`src/rtl/common_vl_pack.sv`:
```
// Shared definitions for the receive_send word path and the frame packer.
// Mirrored on the VHDL side by common_vh_pack.
package common_vl_pack;
    localparam int vl_word_size = 3;
    typedef logic [vl_word_size:0] vl_arr;

    localparam int FRAME_WORDS_DEF = 4;
    localparam int FIFO_DEPTH_DEF  = 4;

    typedef logic [FRAME_WORDS_DEF*(vl_word_size+1)-1:0] frame_t;
endpackage

```
`src/rtl/frame_fifo.sv`:
```
// Small frame FIFO: synchronous write/read, full/empty/fill.
// The read data is the registered head entry, forced to zero while empty.
module frame_fifo #(
    parameter int WIDTH = 16,
    parameter int DEPTH = 4
) (
    input  logic                     clk,
    input  logic                     rst_n,
    input  logic                     push,
    input  logic [WIDTH-1:0]         wdata,
    input  logic                     pop,
    output logic [WIDTH-1:0]         rdata,
    output logic                     full,
    output logic                     empty,
    output logic [$clog2(DEPTH):0]   fill
);
    localparam int AW = $clog2(DEPTH);

    logic [WIDTH-1:0] mem [DEPTH];
    logic [AW-1:0]    wr_ptr;
    logic [AW-1:0]    rd_ptr;
    logic [AW:0]      cnt;
    logic             do_push;
    logic             do_pop;

    always_comb begin
        empty   = (cnt == '0);
        full    = (cnt == (AW+1)'(DEPTH));
        do_pop  = pop & ~empty;
        // A push into a full FIFO is only legal when the head leaves in the same cycle.
        do_push = push & (~full | do_pop);
        fill    = cnt;
        rdata   = empty ? '0 : mem[rd_ptr];
    end

    always_ff @(posedge clk) begin
        if (do_push) mem[wr_ptr] <= wdata;
    end

    always_ff @(posedge clk or negedge rst_n) begin
        if (!rst_n) begin
            wr_ptr <= '0;
            rd_ptr <= '0;
            cnt    <= '0;
        end else begin
            if (do_push) wr_ptr <= wr_ptr + 1'b1;
            if (do_pop)  rd_ptr <= rd_ptr + 1'b1;
            case ({do_push, do_pop})
                2'b10:   cnt <= cnt + 1'b1;
                2'b01:   cnt <= cnt - 1'b1;
                default: cnt <= cnt;
            endcase
        end
    end
endmodule

```
`src/rtl/frame_packer.sv`:
```
// Packs FRAME_WORDS receive_send words into frames queued in frame_fifo.
// Optional per-frame even parity is enabled by defining FRAME_PAR_EN.
module frame_packer
    import common_vl_pack::*;
#(
    parameter int FRAME_WORDS = FRAME_WORDS_DEF,
    parameter int FIFO_DEPTH  = FIFO_DEPTH_DEF
) (
    input  logic                                    clk,
    input  logic                                    rst_n,
    input  logic                                    in_valid,
    input  logic [vl_word_size:0]                   in_word,
    output logic                                    out_valid,
    input  logic                                    out_ready,
    output logic [FRAME_WORDS*(vl_word_size+1)-1:0] out_frame,
    output logic                                    out_par,
    output logic [$clog2(FIFO_DEPTH):0]             fill,
    output logic                                    ovf,
    input  logic                                    ovf_clr
);
    localparam int W  = vl_word_size + 1;
    localparam int FW = FRAME_WORDS * W;
    localparam int CW = $clog2(FRAME_WORDS);

    logic [CW-1:0] cnt;
    logic [FW-1:0] acc;
    logic [FW-1:0] frame_next;
    logic          last;
    logic          pop;
    logic          push;
    logic          drop;
    logic          full;
    logic          empty;

    // Output handshake: a frame transfers on a cycle where out_valid & out_ready are
    // both high; out_frame/out_par hold steady while out_valid=1 and out_ready=0.
    // The input side has no ready: words the packer cannot store are dropped into ovf.
    always_comb begin
        last       = (cnt == CW'(FRAME_WORDS-1));
        pop        = out_valid & out_ready;
        push       = in_valid & last & (~full | pop);
        drop       = in_valid & last & full & ~pop;
        frame_next = acc;
        frame_next[int'(cnt)*W +: W] = in_word;
        out_valid  = ~empty;
    end

    always_ff @(posedge clk or negedge rst_n) begin
        if (!rst_n) begin
            cnt <= '0;
            acc <= '0;
            ovf <= 1'b0;
        end else begin
            // A dropped completing word leaves count and accumulator intact for a retry.
            if (in_valid && !drop) begin
                if (last) begin
                    cnt <= '0;
                    acc <= '0;
                end else begin
                    cnt <= cnt + 1'b1;
                    acc <= frame_next;
                end
            end
            if (drop)         ovf <= 1'b1;
            else if (ovf_clr) ovf <= 1'b0;
        end
    end

`ifdef FRAME_PAR_EN
    logic [FW:0] fifo_rd;

    frame_fifo #(.WIDTH(FW+1), .DEPTH(FIFO_DEPTH)) u_fifo (
        .clk   (clk),
        .rst_n (rst_n),
        .push  (push),
        .wdata ({^frame_next, frame_next}),
        .pop   (pop),
        .rdata (fifo_rd),
        .full  (full),
        .empty (empty),
        .fill  (fill)
    );

    assign out_frame = fifo_rd[FW-1:0];
    assign out_par   = fifo_rd[FW];
`else
    frame_fifo #(.WIDTH(FW), .DEPTH(FIFO_DEPTH)) u_fifo (
        .clk   (clk),
        .rst_n (rst_n),
        .push  (push),
        .wdata (frame_next),
        .pop   (pop),
        .rdata (out_frame),
        .full  (full),
        .empty (empty),
        .fill  (fill)
    );

    assign out_par = 1'b0;
`endif
endmodule

```
`config.mk`:
```
export PLATFORM = sky130hd
export DESIGN_NAME = frame_packer
export DESIGN_NICKNAME = d
export VERILOG_FILES = /design/src/rtl/common_vl_pack.sv /design/src/rtl/frame_fifo.sv /design/src/rtl/frame_packer.sv
export SDC_FILE = /design/constraint.sdc
export NUM_CORES = 1
export LEC_CHECK = 0
export BUFFER_PORTS_ARGS = -buffer_cell sky130_fd_sc_hd__buf_2
export CORE_MARGIN = 5
export CORE_UTILIZATION = 30
export DETAILED_ROUTE_END_ITERATION = 16
export GPL_TIMING_DRIVEN = 0
export SLEW_MARGIN = 40
export SYNTH_ARGS = -nofsm -noshare
export SYNTH_HDL_FRONTEND = slang
export SYNTH_SLANG_ARGS = --single-unit
```
`constraint.sdc`:
```
create_clock -name clk -period 2.79 [get_ports clk]
set_clock_uncertainty 0.1 [all_clocks]
set_input_delay 0.279 -clock clk [delete_from_list [all_inputs] [get_ports clk]]
set_output_delay 0.279 -clock clk [all_outputs]
set_load 0.02 [all_outputs]
```
# Yosys cells after proc, flatten, opt, wreduce, memory -nomap -nowiden

Memory sizes are Yosys's and may differ from the RTL's.
Cells that the tools add are included.

Bits in registers: 26
Latch bits: 0
Memory bits (writable): 64
Bits in read-only memories: 0
Input port bits: 9
Output and inout port bits: 22
Word-level logic and storage cells: 45
Memories kept: 1

Add/subtract/negate cells: 6
Multiply operators: 0
Div/mod/pow operators: 0
Order comparisons: 0
Eq/ne operators: 4
Shifts and indexed selects: 2
Muxes and demuxes: 9
Bitwise gates (word level): 12
Reductions and logical operators: 5

Memory list:

| memory     | depth | width | rd ports | clocked after Yosys merged registers in | wr ports | RTL line         | text |
|---|---|---|---|---|---|---|---|
| u_fifo.mem | 4     | 16    | 1        | 0                                       | 1        | frame_fifo.sv:19 | `logic [WIDTH-1:0] mem [DEPTH];` |

Operators by type and width:

| cell                                                                     | count |
|---|---|
| 4-bit negator with 33-bit output                                         | 1 |
| 4-bit by 33-bit variable shift with 16-bit output (first input constant) | 1 |
| 4-bit by 33-bit indexed part select with 16-bit output                   | 1 |
| 16-bit 2-to-1 mux                                                        | 2 |
| 16-bit bitwise mux                                                       | 1 |
| 1-bit bitwise AND                                                        | 7 |
| 2-bit by 1-bit adder with 2-bit output (second input constant)           | 3 |
| 3-bit one-hot mux with 2 select lines                                    | 1 |
| 2-bit == test (second input constant)                                    | 2 |
| 1-bit 2-to-1 mux                                                         | 4 |
| 2-bit nonzero test                                                       | 2 |
| 3-bit by 1-bit adder with 3-bit output (second input constant)           | 1 |
| 3-bit == test (second input constant)                                    | 1 |
| 3-bit logical NOT                                                        | 1 |
| 1-bit NOT                                                                | 3 |
| 3-bit by 1-bit subtractor with 3-bit output (second input constant)      | 1 |
| 2-bit by 1-bit == test with 1-bit output (second input constant)         | 1 |
| 2-bit 2-to-1 mux                                                         | 1 |
| 1-bit bitwise OR                                                         | 2 |
| 1-bit logical AND                                                        | 1 |
| 1-bit logical NOT                                                        | 1 |

# Depth between registers and ports, before layout

Gate-level depths: netlist (run 1).

Depth after elaboration: 8
Gate-level depth with buffers: 11
Mapped depth without buffers: 10

# By module

A second synthesis (run 1) with hierarchy kept.

Cells, all modules: 262
Area total of the unflattened synthesis: 4016.4 µm²

By module, submodules not included:

| module       | instances | cells each | area each (µm²) | seq. area each (µm²) |
|---|---|---|---|---|
| frame_fifo   | 1         | 156        | 2946.6          | 2097.0 |
| frame_packer | 1         | 106        | 1069.8          | 475.5 |

# Worst setup path before layout (run 1)

Ideal clock, no wire load.

Path type: register to register
Start point: register u_fifo.cnt[1] (netlist: u_fifo.fill[1])
End point: register u_fifo.cnt[2] (netlist: u_fifo.fill[2])
Setup time: 0.080 ns
Arrival: 2.115 ns
Data required time: 2.610 ns
Slack: 0.495 ns
Stages on the path, launching flop included: 11
Buffers on the path: 1
Period minus slack after synthesis: 2.295 ns
Cells stage by stage: dfrtp_1 > nor4b_2 > nor2_1 > buf_2 > inv_1 > ha_1 > inv_1 > fa_1 > xor2_1 > nor2_1 > xor2_1

Cells in the longest elaborated chain, start to end: 8
Elaborated cells on any way between the ends: 16
Classes of those cells: add/sub (2); eq/ne (3); mux (1); bitwise (8); reduce/logical (2)

RTL lines:

| element                                                                            | RTL line                             | text |
|---|---|---|
| from (decl)                                                                        | frame_fifo.sv:22                     | `logic [AW:0] cnt;` |
| from (signal assigned)                                                             | frame_fifo.sv:49                     | `2'b10: cnt <= cnt + 1'b1;` |
| from (signal assigned)                                                             | frame_fifo.sv:50                     | `2'b01: cnt <= cnt - 1'b1;` |
| from (signal assigned)                                                             | frame_fifo.sv:51                     | `default: cnt <= cnt;` |
| 3-bit logical NOT                                                                  | frame_fifo.sv:27                     | `empty = (cnt == '0);` |
| 1-bit NOT                                                                          | frame_fifo.sv:29, frame_packer.sv:45 |  |
| 1-bit bitwise AND                                                                  | frame_packer.sv:40                   | `pop = out_valid & out_ready;` |
| 1-bit bitwise OR / 1-bit bitwise AND (equally long branches)                       | frame_packer.sv:41, frame_fifo.sv:29 |  |
| 1-bit bitwise AND / 1-bit bitwise OR (equally long branches)                       | frame_packer.sv:41, frame_fifo.sv:31 |  |
| 1-bit bitwise AND                                                                  | frame_fifo.sv:31                     | `do_push = push & (~full \| do_pop);` |
| 2-bit by 1-bit == test with 1-bit output / 2-bit == test (equally long branches)   | frame_fifo.sv:48                     | `case ({do_push, do_pop})` |
| 3-bit one-hot mux with 2 select lines / 2-bit nonzero test (equally long branches) | n/a                                  |  |

Parallel ways exist; a longest one is shown, timed or not.
A chain may end at the register's enable or synchronous reset.

# Final worst setup path (run 1)

Start point: register u_fifo.cnt[0] (netlist: u_fifo.fill[0])
End point: register u_fifo.cnt[2] (netlist: u_fifo.fill[2])

The elaborated chain is that of the path after synthesis.

==> metrics.md, run 1 <==
| Metric | Value |
|---|---|
| Outcome | `finished, final reports clean` |
| Min-Delay Path Class | `in2reg` |
| Row count | `42` |
| Max_cap viols | `0` |
| Total Die Area | `approximately 16,000 sq um` |
| Hold Vio Cnt, Final | `0` |
| Worst VDD drop | `0.000369 V` |
| # IOs | `31` |
| Least-Margin Pin Slew | `roughly 0.63 ns` |
| Number of global-route vias before repair | `around 2,200` |
| Routed Wire Length | `7620 um` |
| Nets@finish | `339` |
| Worst skew pair latency | `0.34 ns` |
| Die W | `125 um` |
| Routability cong. | `0.714` |
| NetSw | `between 0.0015 and 0.002 W` |
| Area of the multi-input gates | `1230 sq um` |
| Post-Syn Instances | `279` |
| Critical path fanouts, max | `10` |
| Core footprint | `13,100 sq um` |
| Pin count of the biggest net entering global routing | `27` |
| First-pass iteration count of the detailed router | `4` |
| Fmax | `401 MHz` |
| Synth area leader | `edfxtp_1` |
| RSZ-0062 raised after global routing | `no` |
| Antenna-violating nets left | `0` |
| Relative slew slack | `0.579` |
| PwrDens | `1080 nW/um^2` |
| GR Util All Layers | `0.102` |
| Critical path startpoint category | `flip-flop` |
| Share of cells above drive strength 1 | `0.216` |
| Seq/Total Area, Yosys | `0.646` |
| Area Overhead vs Synth | `17.6%` |
| I/O Buffers | `28` |
| Synthesized Nets | `299` |
| Internal power | `0.00330 W` |
| Most common cell after layout, fill and taps aside | `edfxtp_1` |
| # clock sinks | `90` |
| Final Cycle Share | `0.893` |
| Yosys warns | `0` |
| Root buffer cell | `clkbuf_16` |
| First-pass GRT wire length | `12,200 um` |
| Grt ovf | `0` |
| Initial antenna violation count | `0` |
| Non-Filler Instances | `500` |
| Register area | `2570 sq um` |
| Ranking of synthesized cells by area | `edfxtp_1 48%, dfrtp_1 16%, mux4_1 5.3%` |
| Top cell type's share of synthesized area | `0.482` |
| Leakage power | `1.75 nW` |
| Detailed placer's ending HPWL | `5080 um` |
| Hold WS | `0.0180 ns` |
| CTS tree | `yes` |
| Final Core Density | `0.357` |
| Post-synthesis register bit count | `90` |
| Clock Power Share | `0.261` |
| Synth cell types | `31` |
| Fillcell total | `between 1,000 and 1,500` |
| Post-route DRC | `0` |
| Comb power frac | `0.372` |
| Final min period | `2.49 ns` |
| Vias per Instance | `4.45` |
| ANT cells | `0` |
| Die height | `125 um` |
| Slew Viols, Final | `0` |
| CP Capture Type | `flip-flop` |
| Part of the power in registers | `0.367` |
| TritonCTS Buffers | `9` |
| Via count | `2,227` |
| DRT iter0 DRCs | `roughly 120` |
| Setup WS post-layout | `0.298 ns` |
| Final setup violation count | `0` |
| Starting Density | `0.303` |
| Critical Path AT | `2.66 ns` |
| Sw Ratio | `0.347` |
| Drt wl/cell | `15.2 um` |
| Clock transition at path regs | `0.07 ns` |
| Setup TNS | `0 ns` |
| Worst endpoint required time | `approximately 3.0 ns` |
| Maximum buffer depth of the clock tree | `2` |
| Syn Area/Cell | `14.3 sq um` |
| Synth Cell Area | `3980 sq um` |
| Place WS | `about 0.24 ns` |
| Dpl cells | `483` |
| H-tree depth | `3` |
| WS Path Type | `reg2reg` |
| Commonest cells after routing, fill and taps aside | `64 x edfxtp_1, 33 x buf_2, 29 x nand2_1` |
==> metal layers <==
| metal | GRT usage | part of all wire | vias up |
|---|---|---|---|
| met5 | 0 | 0 | - |
| met4 | 0.0364 | 0.011 | 0 |
| met3 | 0.0311 | 0.052 | 10 |
| met2 | 0.158 | 0.47 | 51 |
| met1 | 0.136 | 0.47 | 1078 |
| li1 | - | - | 1088 |
==> area by class of cell <==
class,count,share of cell area
clock inverter,7,0.0211
sequential,90,0.549
tap,176,0.0470
inverter,26,0.0208
timing repair buffer,29,0.0320
clock buffer,9,0.0481
multi-input combinational,148,0.263
buffer,15,0.0192
==> power by group through the flow <==
| stage | Clock (W) | Combinational, W | Sequential, W |
|---|---|---|---|
| floorplan | 0 | 0.00137 | 0.00188 |
| global placement | 0 | 0.00187 | 0.00187 |
| detailed placement | 0 | 0.00191 | 0.00189 |
| CTS | 0.00134 | 0.00192 | 0.00186 |
| global route | 0.00140 | 0.00209 | 0.00188 |
| finish | 0.00132 | 0.00188 | 0.00185 |
==> repair_timing <==
action,4_1_cts,5_1_grt
setup buffers,0,0
hold buffers,1,0
gates resized for setup,0,1
endpoints found under the hold margin,26,0
endpoints found under the setup margin,0,2
==> through the flow <==
stage          cell area, sq um  power [W]
6_report                   4690    0.00505
5_1_grt                    4690    0.00537
4_1_cts                    4680    0.00512
3_5_place_dp               4350    0.00380
3_3_place_gp               4340    0.00374
2_1_floorplan              3980    0.00325
==> state kept, by name (all words and copies together) (netlist names) <==
register       cells
acc               16
cnt                2
ovf                1
u_fifo.fill        3
u_fifo.mem        64
u_fifo.rd_ptr      2
u_fifo.wr_ptr      2
==> critical path, stage by stage (launching register included) <==
cell	delay [ns]
dfrtp_1	0.43
nor4b_2	0.43
nor2_2	0.13
buf_2	0.22
inv_1	0.08
ha_1	0.17
inv_1	0.06
fa_1	0.38
xor2_1	0.15
nor2_1	0.12
xor2_1	0.15
==> cell families (layout without fill, tap and decap cells) <==
family                     after synthesis  count (layout)  share of synthesized area
AOI/OAI and AO/OA                       32              32                     0.0459
muxes                                   19              19                      0.106
buffers and inverters                   41              86                     0.0471
other                                    1               1                   0.000941
xor gates and xnor gates                 6               6                     0.0132
and+or+nand+nor                         79              79                      0.105
DFF                                     90              90                      0.646
adders and majority gates               11              11                     0.0364
==> synth_stat cells <==
master	number
nor4b_2	1
buf_2	5
edfxtp_1	64
mux2_2	2
o21ai_0	13
mux4_2	8
buf_12	1
mux4_1	8
ha_1	10
and2_1	21
nand2_1	29
a21oi_1	2
xnor2_1	3
nor2_1	6
buf_4	1
dfrtp_1	26
buf_6	1
nand3b_1	3
clkbuf_1	4
a21boi_0	1
fa_1	1
conb_1	1
xor2_1	3
and3b_1	1
nor3b_2	2
mux2i_1	1
buf_1	3
or3_1	2
nand3_1	14
o22ai_1	16
inv_1	26
==> final timing paths <==
check,start,endpoint,slack [ns],cells after the start
hold / removal,ovf_clr,ovf,0.02,2
hold reg to reg,u_fifo.fill[2],u_fifo.fill[2],0.40,1
setup reg to reg,u_fifo.fill[0],u_fifo.fill[2],0.30,10
setup / recovery,u_fifo.fill[0],u_fifo.fill[2],0.30,10
min in group asynchronous,rst_n,u_fifo.fill[1],0.39,2
max in group asynchronous,rst_n,acc[4],1.79,2
(Power assumes the default switching activity.)
==> run 2, diff against run 1 <==
Settings changed: SYNTH_HIERARCHICAL from default to 1.
==> metrics.md, run 2 <==
| Metric | Value |
|---|---|
| Most common cell after layout, fill and taps aside | `edfxtp_1` |
| Non-Filler Instances | `491 (-1.8%)` |
| Drt wl/cell | `16.7 um (+9.9%)` |
| Post-Syn Instances | `262 (-6.1%)` |
| Leakage power | `1.81 nW (+3.5%)` |
| Initial antenna violation count | `0 (unchanged)` |
| Total Die Area | `15,800 sq um (+0.75%)` |
| Slew Viols, Final | `0 (unchanged)` |
| Via count | `2,342 (+5.2%)` |
| DRT iter0 DRCs | `121 (-0.82%)` |
| Synthesized Nets | `281 (-6.0%)` |
| Final setup violation count | `0 (unchanged)` |
| Worst skew pair latency | `0.34 ns (about the same)` |
| GR Util All Layers | `0.109 (+0.00740)` |
| Critical path fanouts, max | `10 (unchanged)` |
| Dpl cells | `467 (-3.3%)` |
| PwrDens | `1050 nW/um^2 (-2.3%)` |
| Synth area leader | `edfxtp_1` |
| Critical path startpoint category | `flip-flop` |
| # IOs | `31 (unchanged)` |
| Top reg by flops | `u_fifo/mem` |
| Final min period | `2.68 ns (+0.187 ns)` |
| Yosys warns | `6 (+6)` |
| Share of cells above drive strength 1 | `0.327 (+0.111)` |
| Most frequent cell after synthesis | `edfxtp_1` |
| # clock sinks | `90 (unchanged)` |
| Fmax | `373 MHz (-7.0%)` |
| WS Path Type | `reg2reg` |
| Synth Cell Area | `4020 sq um (+0.82%)` |
| Outcome | `finished, final reports clean` |
| Detailed placer's ending HPWL | `5470 um (+7.8%)` |
| Post-synthesis register bit count | `90 (unchanged)` |
| First-pass GRT wire length | `13,200 um (+8.1%)` |
| Synth cell types | `46 (+48%)` |
| TritonCTS Buffers | `9 (unchanged)` |
| Max reg flops | `64 (unchanged)` |
| Row count | `42 (unchanged)` |
| Area Overhead vs Synth | `19.3%` |
| Hold WS | `0.0191 ns (+0.00118 ns)` |
| Final Cycle Share | `0.960 (+0.0671)` |
| Clock transition at path regs | `0.07 ns (about the same)` |
| Routability cong. | `0.764 (+6.9%)` |
| Die height | `126 um (+0.38%)` |
| Relative slew slack | `0.587 (+0.00843)` |
| Root buffer cell | `clkbuf_16` |
| Ranking of synthesized cells by area | `edfxtp_1 48%, dfrtp_1 16%, mux4_2 9.0%` |
| Setup TNS | `0 ns (unchanged)` |
| Antenna-violating nets left | `0 (unchanged)` |
| Critical Path AT | `2.80 ns (+0.14 ns)` |
| Top cell type's share of synthesized area | `0.479 (-0.00391)` |
| Number of global-route vias before repair | `2,426 (+9.4%)` |
| ANT cells | `0 (unchanged)` |
| First-pass iteration count of the detailed router | `4 (unchanged)` |
| Worst VDD drop | `0.000313 V (-15%)` |
| Seq/Total Area, Yosys | `0.640 (-0.00523)` |
| CP Capture Type | `flip-flop` |
| Pin count of the biggest net entering global routing | `27 (unchanged)` |
| Vias per Instance | `4.77 (+7.1%)` |
| Async SR Flop Fraction | `0.289 (unchanged)` |
| Commonest cells after routing, fill and taps aside | `64 x edfxtp_1, 34 x buf_2, 23 x inv_1, 23 x dfrtp_1` |
| Least-Margin Pin Slew | `0.619 ns (-0.0126 ns)` |
| Hold Vio Cnt, Final | `0 (unchanged)` |
| Die W | `126 um (+0.38%)` |
| Most common library cells after synthesis | `64 x edfxtp_1, 26 x dfrtp_1, 25 x inv_1` |
| H-tree depth | `3 (unchanged)` |
| Place WS | `-0.260 ns (-0.498 ns)` |
| Post-route DRC | `0 (unchanged)` |
| Grt ovf | `0 (unchanged)` |
| Syn Area/Cell | `15.3 sq um (+7.4%)` |
| Core footprint | `13,200 sq um (+0.40%)` |
| Setup WS post-layout | `0.111 ns (-0.187 ns)` |
| Max_cap viols | `0 (unchanged)` |
| Maximum buffer depth of the clock tree | `2 (unchanged)` |
| I/O Buffers | `29 (+3.6%)` |
| Routed Wire Length | `8220 um (+7.9%)` |
| Worst endpoint required time | `2.91 ns (-0.04 ns)` |
| RSZ-0062 raised after global routing | `no` |
| Min-Delay Path Class | `in2reg` |
| Starting Density | `0.304 (+0.00126)` |
| Nets@finish | `329 (-2.9%)` |
| EDFF count, synth | `64 (unchanged)` |
| Fillcell total | `1,260 (-1.3%)` |
| CTS tree | `yes` |
| Most used flip-flop cell after synthesis | `edfxtp_1` |
run 2: cell count changes after synthesis, moves of 4 or more:
cell       before  now
nand2_1        29    9
nand3_1        14    3
o21ai_0        13    2
a22o_1          0   10
mux4_1          8    0
mux4_2          8   16
o22ai_1        16    8
a32o_1          0    6
and2_1         21   16
and2_2          0    4
nor2_1          6   10
o2bb2ai_1       0    4
run 2: where the power goes:
group | switching [W] | internal (W) | total (W)
combinational | 0.00117 | 0.000902 | 0.00207
sequential | 0.0000886 | 0.00168 | 0.00177
clock | 0.000507 | 0.000698 | 0.00121
run 2: repair_timing:
item,in CTS,in global routing
buffers inserted,6,3
setup endpoints to repair,2,2
pin swaps,3,2
hold buffers,1,0
resized for setup,3,2
endpoints found under the hold margin,26,0
run 2: worst paths after layout:
kind                                 from               end  slack, ns  cells after the start
max in group asynchronous           rst_n    u_fifo/fill[1]       1.77                      2
setup reg to reg           u_fifo/fill[0]    u_fifo/fill[1]       0.11                     11
hold / removal                    ovf_clr               ovf       0.02                      2
min in group asynchronous           rst_n  u_fifo/wr_ptr[0]       0.38                      2
setup / recovery           u_fifo/fill[0]    u_fifo/fill[1]       0.11                     11
hold reg to reg                   acc[12]           acc[12]       0.39                      2
run 2: final cells by class:
class	count	area, sq um	area share
sequential	90	2580	0.537
clock inverter	7	77.6	0.0162
multi-input combinational	132	1290	0.270
buffer	11	73.8	0.0154
clock buffer	9	225	0.0470
timing repair buffer	39	226	0.0472
tap	176	220	0.0459
inverter	27	101	0.0211
run 2: metal layers:
metal,share of wire,GRT usage,vias up
met5,0,0,-
met4,0.018,0.0491,0
met3,0.051,0.0301,11
met2,0.48,0.171,61
met1,0.45,0.143,1192
li1,-,-,1078
run 2: critical path, cell delays in order (launching register included):
cell and delay, ns:
dfrtp_2 0.42, buf_4 0.16, or3b_4 0.38, inv_2 0.06, inv_1 0.04, o211a_4 0.30, nor2b_4 0.12, nand2_1 0.07
fa_2 0.53, o21ba_4 0.15, o211ai_1 0.09, a22oi_1 0.12
run 2: per-stage QoR:
stage | utilization | power [W] | cell area [sq um]
6_report | 0.363 | 0.00505 | 4790
3_3_place_gp | 0.336 | 0.00378 | 4430
3_5_place_dp | 0.336 | 0.00384 | 4430
4_1_cts | 0.362 | 0.00509 | 4780
2_1_floorplan | - | 0.00327 | 4070
5_1_grt | 0.363 | 0.00536 | 4790
run 2: logic make-up (layout without fill, tap and decap cells):
| kind of cell | after synthesis | after routing | share of synthesized area |
|---|---|---|---|
| and+or+nand+nor | 54 | 54 | 0.0810 |
| DFF | 90 | 90 | 0.640 |
| AOI/OAI and AO/OA | 43 | 43 | 0.0894 |
| buffers and inverters | 40 | 93 | 0.0452 |
| xor gates and xnor gates | 5 | 5 | 0.0109 |
| adders and majority gates | 10 | 10 | 0.0330 |
| muxes | 19 | 19 | 0.0991 |
| other | 1 | 1 | 0.000934 |
==> run 3, diff against run 2 <==
Settings changed: CTS_BUF_LIST from default to sky130_fd_sc_hd__clkbuf_8.
==> metrics.md, run 3 (same netlist as run 2, synthesis figures left out) <==
| Metric | Value |
|---|---|
| Top reg by flops | `u_fifo/mem` |
| Post-route DRC | `0 (unchanged)` |
| Dpl cells | `467 (unchanged)` |
| First-pass GRT wire length | `13,000 um (-1.4%)` |
| Routed wl met3 | `367 um (-13%)` |
| Root buffer cell | `clkbuf_8` |
| Max_cap viols | `0 (unchanged)` |
| Max Used Layer | `met4` |
| Worst VDD drop | `0.000342 V (+9.1%)` |
| Met2 wire length | `3970 um (about the same)` |
| Clock transition at path regs | `0.10 ns (+0.03 ns)` |
| DRT iter0 DRCs | `107 (-12%)` |
| Final setup violation count | `0 (unchanged)` |
| HP Start | `in_word[1]` |
| Row count | `42 (unchanged)` |
| GR Util All Layers | `0.105 (-0.00397)` |
| CTS tree | `yes` |
| TritonCTS Buffers | `9 (unchanged)` |
| Slew Viols, Final | `0 (unchanged)` |
| Hold WS | `0.178 ns (+0.159 ns)` |
| Worst skew pair latency | `0.35 ns (about the same)` |
| Worst r2r src | `u_fifo/fill[1]` |
| Relative slew slack | `0.590 (+0.00247)` |
| Leakage power | `1.77 nW (-2.3%)` |
| # clock sinks | `90 (unchanged)` |
| Vias per Instance | `4.76 (-0.20%)` |
| Via count | `2,342 (unchanged)` |
| # IOs | `31 (unchanged)` |
| First-pass iteration count of the detailed router | `4 (unchanged)` |
| Routability cong. | `0.764 (unchanged)` |
| Critical Path AT | `2.82 ns (+0.02 ns)` |
| Total Die Area | `15,800 sq um (unchanged)` |
| Maximum buffer depth of the clock tree | `2 (unchanged)` |
| Routed Wire Length | `8150 um (-0.85%)` |
| Critical path fanouts, max | `9 (-1)` |
| CP Capture Type | `flip-flop` |
| Hold Vio Cnt, Final | `0 (unchanged)` |
| Core footprint | `13,200 sq um (unchanged)` |
| Detailed placer's ending HPWL | `5470 um (unchanged)` |
| Die height | `126 um (unchanged)` |
| Outcome | `finished, final reports clean` |
| Non-Filler Instances | `492 (+0.20%)` |
| ANT cells | `0 (unchanged)` |
| Metal-1 WL | `3690 um (+0.33%)` |
| CP cell instances | `or3_4 > inv_2 > nor2b_1 > buf_4 > o211a_4 > nor2b_4 > nand2_1 > fa_2 > o21ba_4 > o211ai_1 > a22oi_1` |
| Die W | `126 um (unchanged)` |
| Finished Cell Area | `4700 sq um (-2.0%)` |
| Critical path startpoint category | `flip-flop` |
| RSZ-0062 raised after global routing | `no` |
| Commonest cells after routing, fill and taps aside | `64 x edfxtp_1, 34 x buf_2, 23 x inv_1, 23 x dfrtp_1` |
| WS Path Type | `reg2reg` |
| Fmax | `372 MHz (-0.46%)` |
| Worst path max stage delay | `0.54 ns (about the same)` |
| Nets@finish | `330 (+0.30%)` |
| Starting Density | `0.304 (unchanged)` |
| Initial antenna violation count | `0 (unchanged)` |
| Max reg flops | `64 (unchanged)` |
| Antenna-violating nets left | `0 (unchanged)` |
| Setup TNS | `0 ns (unchanged)` |
| Least-Margin Pin Slew | `0.615 ns (-0.00371 ns)` |
| Most common cell after layout, fill and taps aside | `edfxtp_1` |
| Min-Delay Path Class | `in2reg` |
| H-tree depth | `3 (unchanged)` |
| Final Cycle Share | `0.965 (+0.00445)` |
| Worst-case reg-to-reg path depth | `11 (unchanged)` |
| Pin count of the biggest net entering global routing | `27 (unchanged)` |
| Drt wl/cell | `16.6 um (-1.1%)` |
| Slowest CP cell | `fa_2` |
| Area Overhead vs Synth | `17.0%` |
| I/O Buffers | `29 (unchanged)` |
| Hold Path Depth | `2 (unchanged)` |
| Final Core Density | `0.356 (-0.00721)` |
| Final min period | `2.69 ns (+0.0124 ns)` |
| Worst endpoint required time | `2.92 ns (about the same)` |
| Number of global-route vias before repair | `2,410 (-0.66%)` |
| Share of cells above drive strength 1 | `0.326 (-0.00103)` |
| Crit path launch | `u_fifo/fill[1]` |
| Grt ovf | `0 (unchanged)` |
| Area post-placement | `4430 sq um (unchanged)` |
| PwrDens | `1000 nW/um^2 (-4.8%)` |
[run 3: cell count changes in the layout (fill, tap and decap cells not counted), sizes merged]
cell | previous run | this run
dlygate4sd3 | 1 | 2
[run 3: timing repair]
| action | CTS | global route |
|---|---|---|
| pin swaps | 3 | 3 |
| gates resized for setup | 3 | 1 |
| endpoints found under the setup margin | 2 | 2 |
| hold buffers | 2 | 0 |
| setup buffers | 6 | 3 |
| endpoints found under the hold margin | 27 | 0 |
[run 3: routing by layer]
metal	up-vias	track usage
met5	-	0
met4	0	0.0344
met3	10	0.0233
met2	49	0.171
met1	1207	0.141
li1	1076	-
[run 3: cell type report]
cell class	instances	area, sq um
plain buffers	11	73.8
clock buffers	9	124
fillers	1265	8490
inverters	27	101
multi-input cells	132	1290
clock inverters	7	77.6
repair buffers	40	233
flip-flops and latches	90	2580
well taps	176	220
[run 3: critical path: cells and delay by family, from the launching register on]
| kind | cells | cell delay (ns) |
|---|---|---|
| AOI/OAI and AO/OA | 4 | 0.66 |
| and+or+nand+nor | 4 | 0.63 |
| adders and majority gates | 1 | 0.54 |
| DFF | 1 | 0.42 |
| buffers and inverters | 2 | 0.22 |
[run 3: worst paths after layout]
| check | end | slack, ns |
|---|---|---|
| worst max-delay path | u_fifo/fill[1] | 0.1 |
| worst min-delay path | acc[5] | 0.18 |
| worst max register to register | u_fifo/fill[1] | 0.1 |
| worst min register to register | acc[12] | 0.40 |
| max in group asynchronous | u_fifo/fill[1] | 1.80 |
| min in group asynchronous | u_fifo/wr_ptr[0] | 0.36 |
[run 3: power by group]
part	leakage, nW	internal, W	switching (W)
logic	0.750	0.000893	0.00117
clock network	0.0881	0.000418	0.000464
registers	0.929	0.00168	0.0000862
total	1.77	0.00299	0.00172
[run 3: stage by stage]
step           worst slack [ns]  power [W]
2_1_floorplan            -0.111    0.00327
3_3_place_gp             -0.185    0.00378
3_5_place_dp             -0.260    0.00384
4_1_cts                  0.0254    0.00476
5_1_grt                 0.00634    0.00501
6_report                 0.0986    0.00471
